**config.mk**
```make
export PLATFORM = sky130hd
export DESIGN_NAME = wb_unit
export DESIGN_NICKNAME = d
export VERILOG_FILES = /design/src/rtl/wb_unit_pkg.sv /design/src/rtl/wb_unit_load_ext.sv /design/src/rtl/wb_unit.sv
export SDC_FILE = /design/constraint.sdc
export NUM_CORES = 1
export LEC_CHECK = 0
export ABC_AREA = 1
export CAP_MARGIN = 20
export CELL_PAD_IN_SITES_DETAIL_PLACEMENT = 0
export CELL_PAD_IN_SITES_GLOBAL_PLACEMENT = 2
export CORE_MARGIN = 2
export CORE_UTILIZATION = 31
export CTS_BUF_LIST = sky130_fd_sc_hd__clkbuf_16
export DETAILED_ROUTE_END_ITERATION = 16
export GPL_ROUTABILITY_DRIVEN = 0
export GPL_TIMING_DRIVEN = 1
export PLACE_DENSITY = 0.91
export SLEW_MARGIN = 10
export SYNTH_ARGS = -nofsm -noshare
export SYNTH_HDL_FRONTEND = slang
export SYNTH_HIERARCHICAL = 1
export SYNTH_SLANG_ARGS = --single-unit
export TNS_END_PERCENT = 30
```
**constraint.sdc**
```tcl
create_clock -name clk -period 11.2 [get_ports clk]
set_input_delay 2.24 -clock clk [delete_from_list [all_inputs] [get_ports clk]]
set_output_delay 2.24 -clock clk [all_outputs]
set_load 0.02 [all_outputs]
```
**src/rtl/wb_unit_pkg.sv**
```systemverilog
// Shared core package: datapath width and load-size encoding used by the
// writeback unit and its load-extension helper.
package wb_unit_pkg;

    localparam int unsigned XLEN = 64;

    typedef enum logic [1:0] {
        SIZE_B = 2'd0,
        SIZE_H = 2'd1,
        SIZE_W = 2'd2,
        SIZE_D = 2'd3
    } ld_size_e;

endpackage

```
**src/rtl/wb_unit_load_ext.sv**
```systemverilog
// Combinational load-data extension: sign- or zero-extends the low byte,
// half or word of a load return to XLEN bits; doublewords pass unchanged.
module load_ext
    import wb_unit_pkg::*;
(
    input  ld_size_e          size,
    input  logic              is_unsigned,
    input  logic [XLEN-1:0]   data,
    output logic [XLEN-1:0]   result
);

    always_comb begin
        result = data;
        unique case (size)
            SIZE_B: result = {{(XLEN-8){~is_unsigned & data[7]}}, data[7:0]};
            SIZE_H: result = {{(XLEN-16){~is_unsigned & data[15]}}, data[15:0]};
            SIZE_W: result = {{(XLEN-32){~is_unsigned & data[31]}}, data[31:0]};
            SIZE_D: result = data;
        endcase
    end

endmodule

```
**src/rtl/wb_unit.sv**
```systemverilog
// Writeback arbiter: merges ALU and load results into one register-file
// write port with a pending-write scoreboard. Optional forwarding ports: WB_BYPASS_EN.
module wb_unit
    import wb_unit_pkg::*;
#(
    parameter int unsigned STARVE_MAX = 2
)
(
    input  logic            clk,
    input  logic            reset,
    input  logic            alu_valid,
    output logic            alu_ready,
    input  logic [4:0]      alu_rd,
    input  logic [XLEN-1:0] alu_data,
    input  logic            ld_valid,
    output logic            ld_ready,
    input  logic [4:0]      ld_rd,
    input  logic [XLEN-1:0] ld_data,
    input  logic [1:0]      ld_size,
    input  logic            ld_unsigned,
    input  logic            iss_en,
    input  logic [4:0]      iss_rd,
    output logic            wb_en,
    output logic [4:0]      wb_addr,
    output logic [XLEN-1:0] wb_data,
`ifdef WB_BYPASS_EN
    output logic            byp_valid,
    output logic [4:0]      byp_addr,
    output logic [XLEN-1:0] byp_data,
`endif
    output logic [31:0]     busy
);

    localparam int unsigned     CW         = $clog2(STARVE_MAX + 2);
    localparam logic [CW-1:0]   STARVE_LIM = CW'(STARVE_MAX);

    logic            alu_hv, ld_hv;
    logic [4:0]      alu_hrd, ld_hrd;
    logic [XLEN-1:0] alu_hdata, ld_hdata, ld_ext;
    logic [CW-1:0]   starve_cnt;
    logic            alu_win, ld_win, win_any, win_wr;
    logic [4:0]      win_rd;
    logic [XLEN-1:0] win_data;
    logic [31:0]     busy_nxt;

    load_ext u_load_ext (
        .size        (ld_size_e'(ld_size)),
        .is_unsigned (ld_unsigned),
        .data        (ld_data),
        .result      (ld_ext)
    );

    // Load wins unless the ALU has already been passed over STARVE_MAX times.
    always_comb begin
        alu_win = 1'b0;
        ld_win  = 1'b0;
        if (ld_hv && !(alu_hv && starve_cnt >= STARVE_LIM))
            ld_win = 1'b1;
        else if (alu_hv)
            alu_win = 1'b1;
        win_any  = alu_win | ld_win;
        win_rd   = ld_win ? ld_hrd : alu_hrd;
        win_data = ld_win ? ld_hdata : alu_hdata;
        win_wr   = win_any && (win_rd != '0);
    end

    assign alu_ready = !alu_hv || alu_win;
    assign ld_ready  = !ld_hv  || ld_win;

`ifdef WB_BYPASS_EN
    assign byp_valid = win_wr;
    assign byp_addr  = win_rd;
    assign byp_data  = win_data;
`endif

    always_ff @(posedge clk or posedge reset) begin
        if (reset) begin
            alu_hv    <= 1'b0;
            alu_hrd   <= '0;
            alu_hdata <= '0;
            ld_hv     <= 1'b0;
            ld_hrd    <= '0;
            ld_hdata  <= '0;
        end else begin
            if (alu_valid && alu_ready) begin
                alu_hv    <= 1'b1;
                alu_hrd   <= alu_rd;
                alu_hdata <= alu_data;
            end else if (alu_win) begin
                alu_hv <= 1'b0;
            end
            if (ld_valid && ld_ready) begin
                ld_hv    <= 1'b1;
                ld_hrd   <= ld_rd;
                ld_hdata <= ld_ext;
            end else if (ld_win) begin
                ld_hv <= 1'b0;
            end
        end
    end

    always_ff @(posedge clk or posedge reset) begin
        if (reset)
            starve_cnt <= '0;
        else if (!alu_hv || alu_win)
            starve_cnt <= '0;
        else if (ld_win && starve_cnt < STARVE_LIM)
            starve_cnt <= starve_cnt + CW'(1);
    end

    always_ff @(posedge clk or posedge reset) begin
        if (reset) begin
            wb_en   <= 1'b0;
            wb_addr <= '0;
            wb_data <= '0;
        end else begin
            wb_en <= win_wr;
            if (win_wr) begin
                wb_addr <= win_rd;
                wb_data <= win_data;
            end
        end
    end

    // Set is applied after clear so a same-cycle issue keeps the bit pending.
    always_comb begin
        busy_nxt = busy;
        if (wb_en)
            busy_nxt[wb_addr] = 1'b0;
        if (iss_en && iss_rd != '0)
            busy_nxt[iss_rd] = 1'b1;
        busy_nxt[0] = 1'b0;
    end

    always_ff @(posedge clk or posedge reset) begin
        if (reset)
            busy <= '0;
        else
            busy <= busy_nxt;
    end

endmodule
```
# Word level (Yosys, flattened, before mapping)
# Cells that the tools add are included.
[op_classes] n_addsub=1 order_cmp=6 n_eq_ne=3 mux=18 bitwise_logic=8 reduce_logical=20
[op_table] op="$pmux W64 S4" n=1
[op_table] op="$mux W32" n=2
[op_table] op="$mux W64" n=1
[op_table] op="$and A32 B32 Y32" n=1
[op_table] op="$not A32 Y32" n=1
[op_table] op="$or A32 B32 Y32" n=1
[op_table] op="$lt A5 B6 Y1 const B" n=2
[op_table] op="$demux W1 S5" n=2
[op_table] op="$ge A5 B1 Y1 const B" n=2
[op_table] op="$reduce_bool A5 Y1" n=2
[op_table] op="$logic_and A1 B1 Y1" n=9
[op_table] op="$mux W1" n=9
[op_table] op="$reduce_bool A2 Y1" n=3
[op_table] op="$mux W5" n=1
[op_table] op="$eq A2 B2 Y1 const B" n=2
[op_table] op="$mux W2" n=2
[op_table] op="$and A1 B1 Y1" n=3
[op_table] op="$logic_not A1 Y1" n=3
[op_table] op="$add A2 B1 Y2 const B" n=1
[op_table] op="$eq A2 B1 Y1 const B" n=1
[op_table] op="$ge A2 B2 Y1 const B" n=1
[op_table] op="$logic_not A2 Y1" n=1
[op_table] op="$logic_or A1 B1 Y1" n=2
[op_table] op="$lt A2 B2 Y1 const B" n=1
[op_table] op="other kinds (2)" n=2
[totals] ff_bits=243 in_bits=151 output_inout_bits=104 elab_cells=67

# Logic depth before layout (Yosys ltp)
[logic_depth] ltp_word=9 mapped_depth=13 mapped_depth_nobuf=11

# By module
# The synthesis kept the hierarchy.
[modules_own_cells] mod="wb_unit" instances=1 cells_each=1000 area_per_inst_um2=10214.8 seq_area_each_um2=6080.8
[modules_own_cells] mod="load_ext" instances=1 cells_each=153 area_per_inst_um2=844.6 seq_area_each_um2=0.0

# Worst setup path after synthesis
# OpenSTA, ideal clock, no wires.
[synth_path] kind="register to output" start="reg starve_cnt[1]" end="out alu_ready" t_arrival_ns=1.046 required_ns=8.960 slack_ns=7.914 path_stages_with_launch=6 n_path_buf=0 cell_sequence="dfrtp_1 ha_1 o21ai_4 nand2_4 inv_2 nand2_4"
[synth_between] elab_chain_cells=6
[synth_lines] item="from (decl)" line_no="wb_unit.sv:40" source="logic [CW-1:0] starve_cnt;"
[synth_lines] item="from (signal assigned)" line_no="wb_unit.sv:108" source="starve_cnt <= starve_cnt + CW'(1);"
[synth_lines] item="$ge A2 B2 Y1" line_no="wb_unit.sv:57" source="if (ld_hv && !(alu_hv && starve_cnt >= STARVE_LIM))"
[synth_lines] item="$logic_and A1 B1 Y1" line_no="wb_unit.sv:57"
[synth_lines] item="$logic_not A1 Y1" line_no="wb_unit.sv:57"
[synth_lines] item="$logic_and A1 B1 Y1" line_no="wb_unit.sv:57"
[synth_lines] item="$mux W1" line_no="wb_unit.sv:57"
[synth_lines] item="$logic_or A1 B1 Y1" line_no="wb_unit.sv:67" source="assign alu_ready = !alu_hv || alu_win;"
[synth_lines] item="to (decl)" line_no="wb_unit.sv:12" source="output logic alu_ready,"
# Every way passes these cells.

# Worst setup path after layout
# Ends and elaborated chain as after synthesis.

==> flow_summary_export.csv <==
group,metric,value,unit
outcome,run_status,"completed",
worst_setup_path,worstReg2RegEnd,"alu_hdata[8]$_DFFE_PP0P_",
global_route,grt_pass1_wl,50500,um
worst_setup_path,arrival,3400,ps
worst_setup_path,rrSetupSlack,7320,ps
clock_tree,clk_pin_slew,60,ps
synthesis,synth_area_leaders,"dfrtp_1 (55%), mux2_2 (12%), nand2_1 (12%)",
synthesis,syn_inst,1153,
synthesis,avgSynthCellArea,9.59,um2
power_and_ir_drop,p_per_area,239,mW/mm2
placed_design,hpwl,20900,um
worst_setup_path,setup.worst_path.start,"starve_cnt[1]$_DFFE_PP0P_",
hold_path,hold_start,"starve_cnt[0]$_DFFE_PP0P_",
global_route,grt.overflow.total,0,
floorplanning,die_w,193,um
synthesis,synth_top_area_share,55.0,%
clock_tree,clkLatencyLatePin,530,ps
worst_setup_path,cpLargestDelayFamily,"buffers and inverters",
sta,worst_pin_slew,1100,ps
worst_setup_path,crit_buf_inv,2,
placed_design,port_buffers,253,
worst_setup_path,startpoint_type,"flip-flop",
power_and_ir_drop,cellLeakagePower,0.00692,uW
clock_tree,cts_buffers,28,
global_route,grt_max_degree,103,
placed_design,placedCellCount,1787,
synthesis,yosysWarningCount,6,
sta,hold_ws,436,ps
power_and_ir_drop,swShare,34.0,%
global_route,antenna_found_initial,13,
clock_tree,cts_setup_buffers,0,
floorplanning,core-area,0.0353,mm2
sta,slew_headroom,26.4,%
worst_setup_path,cp_max_fo,80,
worst_setup_path,cp_data_required_time,8960,ps
finish,stdcell_count,1844,
power_and_ir_drop,power,3530,uW
detailed_routing,ant_nets,0,
sta,fin_crit,5640,ps
hold_path,hold_depth,1,
clock_tree,clk_path_buf_depth,3,
worst_setup_path,slowest_delay,700,ps
synthesis,syn_area,0.0111,mm2
sta,fmax,177,MHz
power_and_ir_drop,switching_power,1200,uW
floorplanning,rows,69,
sta,rsz0062_at_grt,"no",
synthesis,synth_seq_cells,243,
synthesis,synth_fp_nets,1305,
detailed_routing,drcViolationCount,0,
detailed_routing,totalWireLength,32100,um
power_and_ir_drop,power.share.clock,27.3,%
sta,fin_crit_sh,50.3,%
finish,drive_above_1_share,13.6,%
sta,skew,8.40,ps
worst_setup_path,critPathKind,"flip-flop to primary output",
finish,fin_nets,1512,
power_and_ir_drop,p_int,2330,uW
global_route,grt_pass1_vias,9130,
global_route,track_usage,17.2,%
worst_setup_path,crit_slowest_cell,"inv_2",
sta,layout_setup_ws,5560,ps
synthesis,yosysSeqAreaShare,55.0,%
hold_path,holdPathEnd,"starve_cnt[0]$_DFFE_PP0P_",
power_and_ir_drop,seqPwrFrac,37.9,%
finish,num-fill-cells,3468,
floorplanning,die_area,0.0372,mm2
detailed_routing,dr.pass1.iters,5,
sta,setup_viol,0,
detailed_routing,routed_via_density,4.82,
power_and_ir_drop,irDropWorstVdd,154,uV
worst_setup_path,path_cells,"ha_1, o21ai_4, nand2_4, inv_2, nand2_4, clkdlybuf4s50_1",
worst_setup_path,critPathCaptureType,"primary output",
detailed_routing,first_iter_violations,375,
worst_setup_path,r2r_start,"starve_cnt[1]$_DFFE_PP0P_",
floorplanning,initial_core_util,31.3,%
clock_tree,cts_resized,0,
sta,finalMaxSlewViolations,0,
detailed_routing,vias,8892,
detailed_routing,wire_per_inst,17.4,um
worst_setup_path,crit_top_cell,"nand2_4",
floorplanning,die_height,193,um
finish,syn_to_final_growth,33.8,%
clock_tree,hold_buffers,0,
sta,finalHoldViolations,0,
sta,setup_tns,0,ps
hold_path,min_path_type,"flip-flop to flip-flop",
placed_design,place_ws,5640,ps
run,drv_cap,0,
clock_tree,cts.sinks,243,
synthesis,yosysUniqueCellTypes,24,
power_and_ir_drop,power.share.combinational,34.8,%
synthesis,yosysTopAreaCell,"dfrtp_1",
clock_tree,htreeDepth,1,
clock_tree,cts_tree,"yes",
worst_setup_path,r2r_cells,8,
floorplanning,io_pins,255,
clock_tree,cts-root-buf,"clkbuf_16",
cell families after synthesis:
group | Yosys count | share of synthesized area, %
other | 1 | 0.0339
buffers and inverters | 126 | 6.28
flip-flops | 243 | 55.0
multiplexers | 120 | 12.2
AND/OR/NAND/NOR | 562 | 21.7
AO/OA/AOI/OAI | 100 | 4.68
adder cells (fa/ha/maj) | 1 | 0.113
stage by stage:
step	util, %	area (um2)
global route	41.9	14800
CTS	41.6	14700
finish	41.9	14800
detailed placement	38.9	13700
floorplan	-	11100
global placement	38.8	13700
synthesized netlist by cell type, drive strengths merged:
| master | instances |
|---|---|
| mux2 | 120 |
| or2 | 1 |
| ha | 1 |
| nand4 | 32 |
| dfrtp | 243 |
| nand2 | 358 |
| o21ai | 81 |
| buf | 77 |
| clkbuf | 10 |
| nand3 | 144 |
| inv | 39 |
| o21bai | 1 |
| a21oi | 18 |
| nand3b | 1 |
| conb | 1 |
| nor2 | 26 |
registers in the layout (all words and copies together), names as in the netlist:
| name | count |
|---|---|
| wb_en | 1 |
| ld_hv | 1 |
| alu_hdata | 64 |
| alu_hv | 1 |
| ld_hdata | 64 |
| starve_cnt | 2 |
| ld_hrd | 5 |
| alu_hrd | 5 |
| wb_addr | 5 |
| busy | 31 |
| wb_data | 64 |
cell type report:
type	count	area [um2]	area share (%)
diodes	3	7.51	0.0507
repair buffers	264	2690	18.2
multi-input cells	784	4320	29.2
flip-flops and latches	243	6080	41.1
clock buffers	29	726	4.90
clock inverters	21	246	1.67
well taps	461	577	3.90
inverters	39	154	1.04
cell usage in the layout (no fill, tap or decap), types with 5 or more instances in the layout:
cell type,instances
dfrtp_1,243
buf_4,6
clkbuf_16,29
clkinv_1,6
inv_1,40
nand3_1,143
a21oi_1,18
o21ai_0,79
nor2_1,25
bufinv_16,6
nand2_1,352
clkdlybuf4s50_1,251
nand4_1,32
nand2_4,5
mux2_2,120
power groups by stage:
stage	Clock (uW)	Sequential, uW	Combinational, uW
2_1_floorplan	0	1510	504
3_3_place_gp	0	1350	1220
3_5_place_dp	0	1350	1240
4_1_cts	989	1340	1240
5_1_grt	1030	1370	1350
6_report	963	1340	1230
per-layer routing:
layer | global-route usage (%) | wire, um | share of wire (%)
met5 | 0 | 113 | 0.35
met4 | 4.49 | 695 | 2.2
met3 | 4.60 | 2610 | 8.1
met2 | 28.2 | 14800 | 46
met1 | 22.6 | 13900 | 43
how the worst max path moves through the flow:
stage,to,slack [ps],cells past startpoint
floorplan,alu_hdata[0]$_DFFE_PP0P_,2290,1
CTS,alu_ready,5060,6
finish,alu_ready,5560,6
global route,alu_ready,5270,6
detailed placement,alu_ready,5640,6
global placement,alu_ready,5700,6
Note: power is estimated with default switching activity, not from simulation.
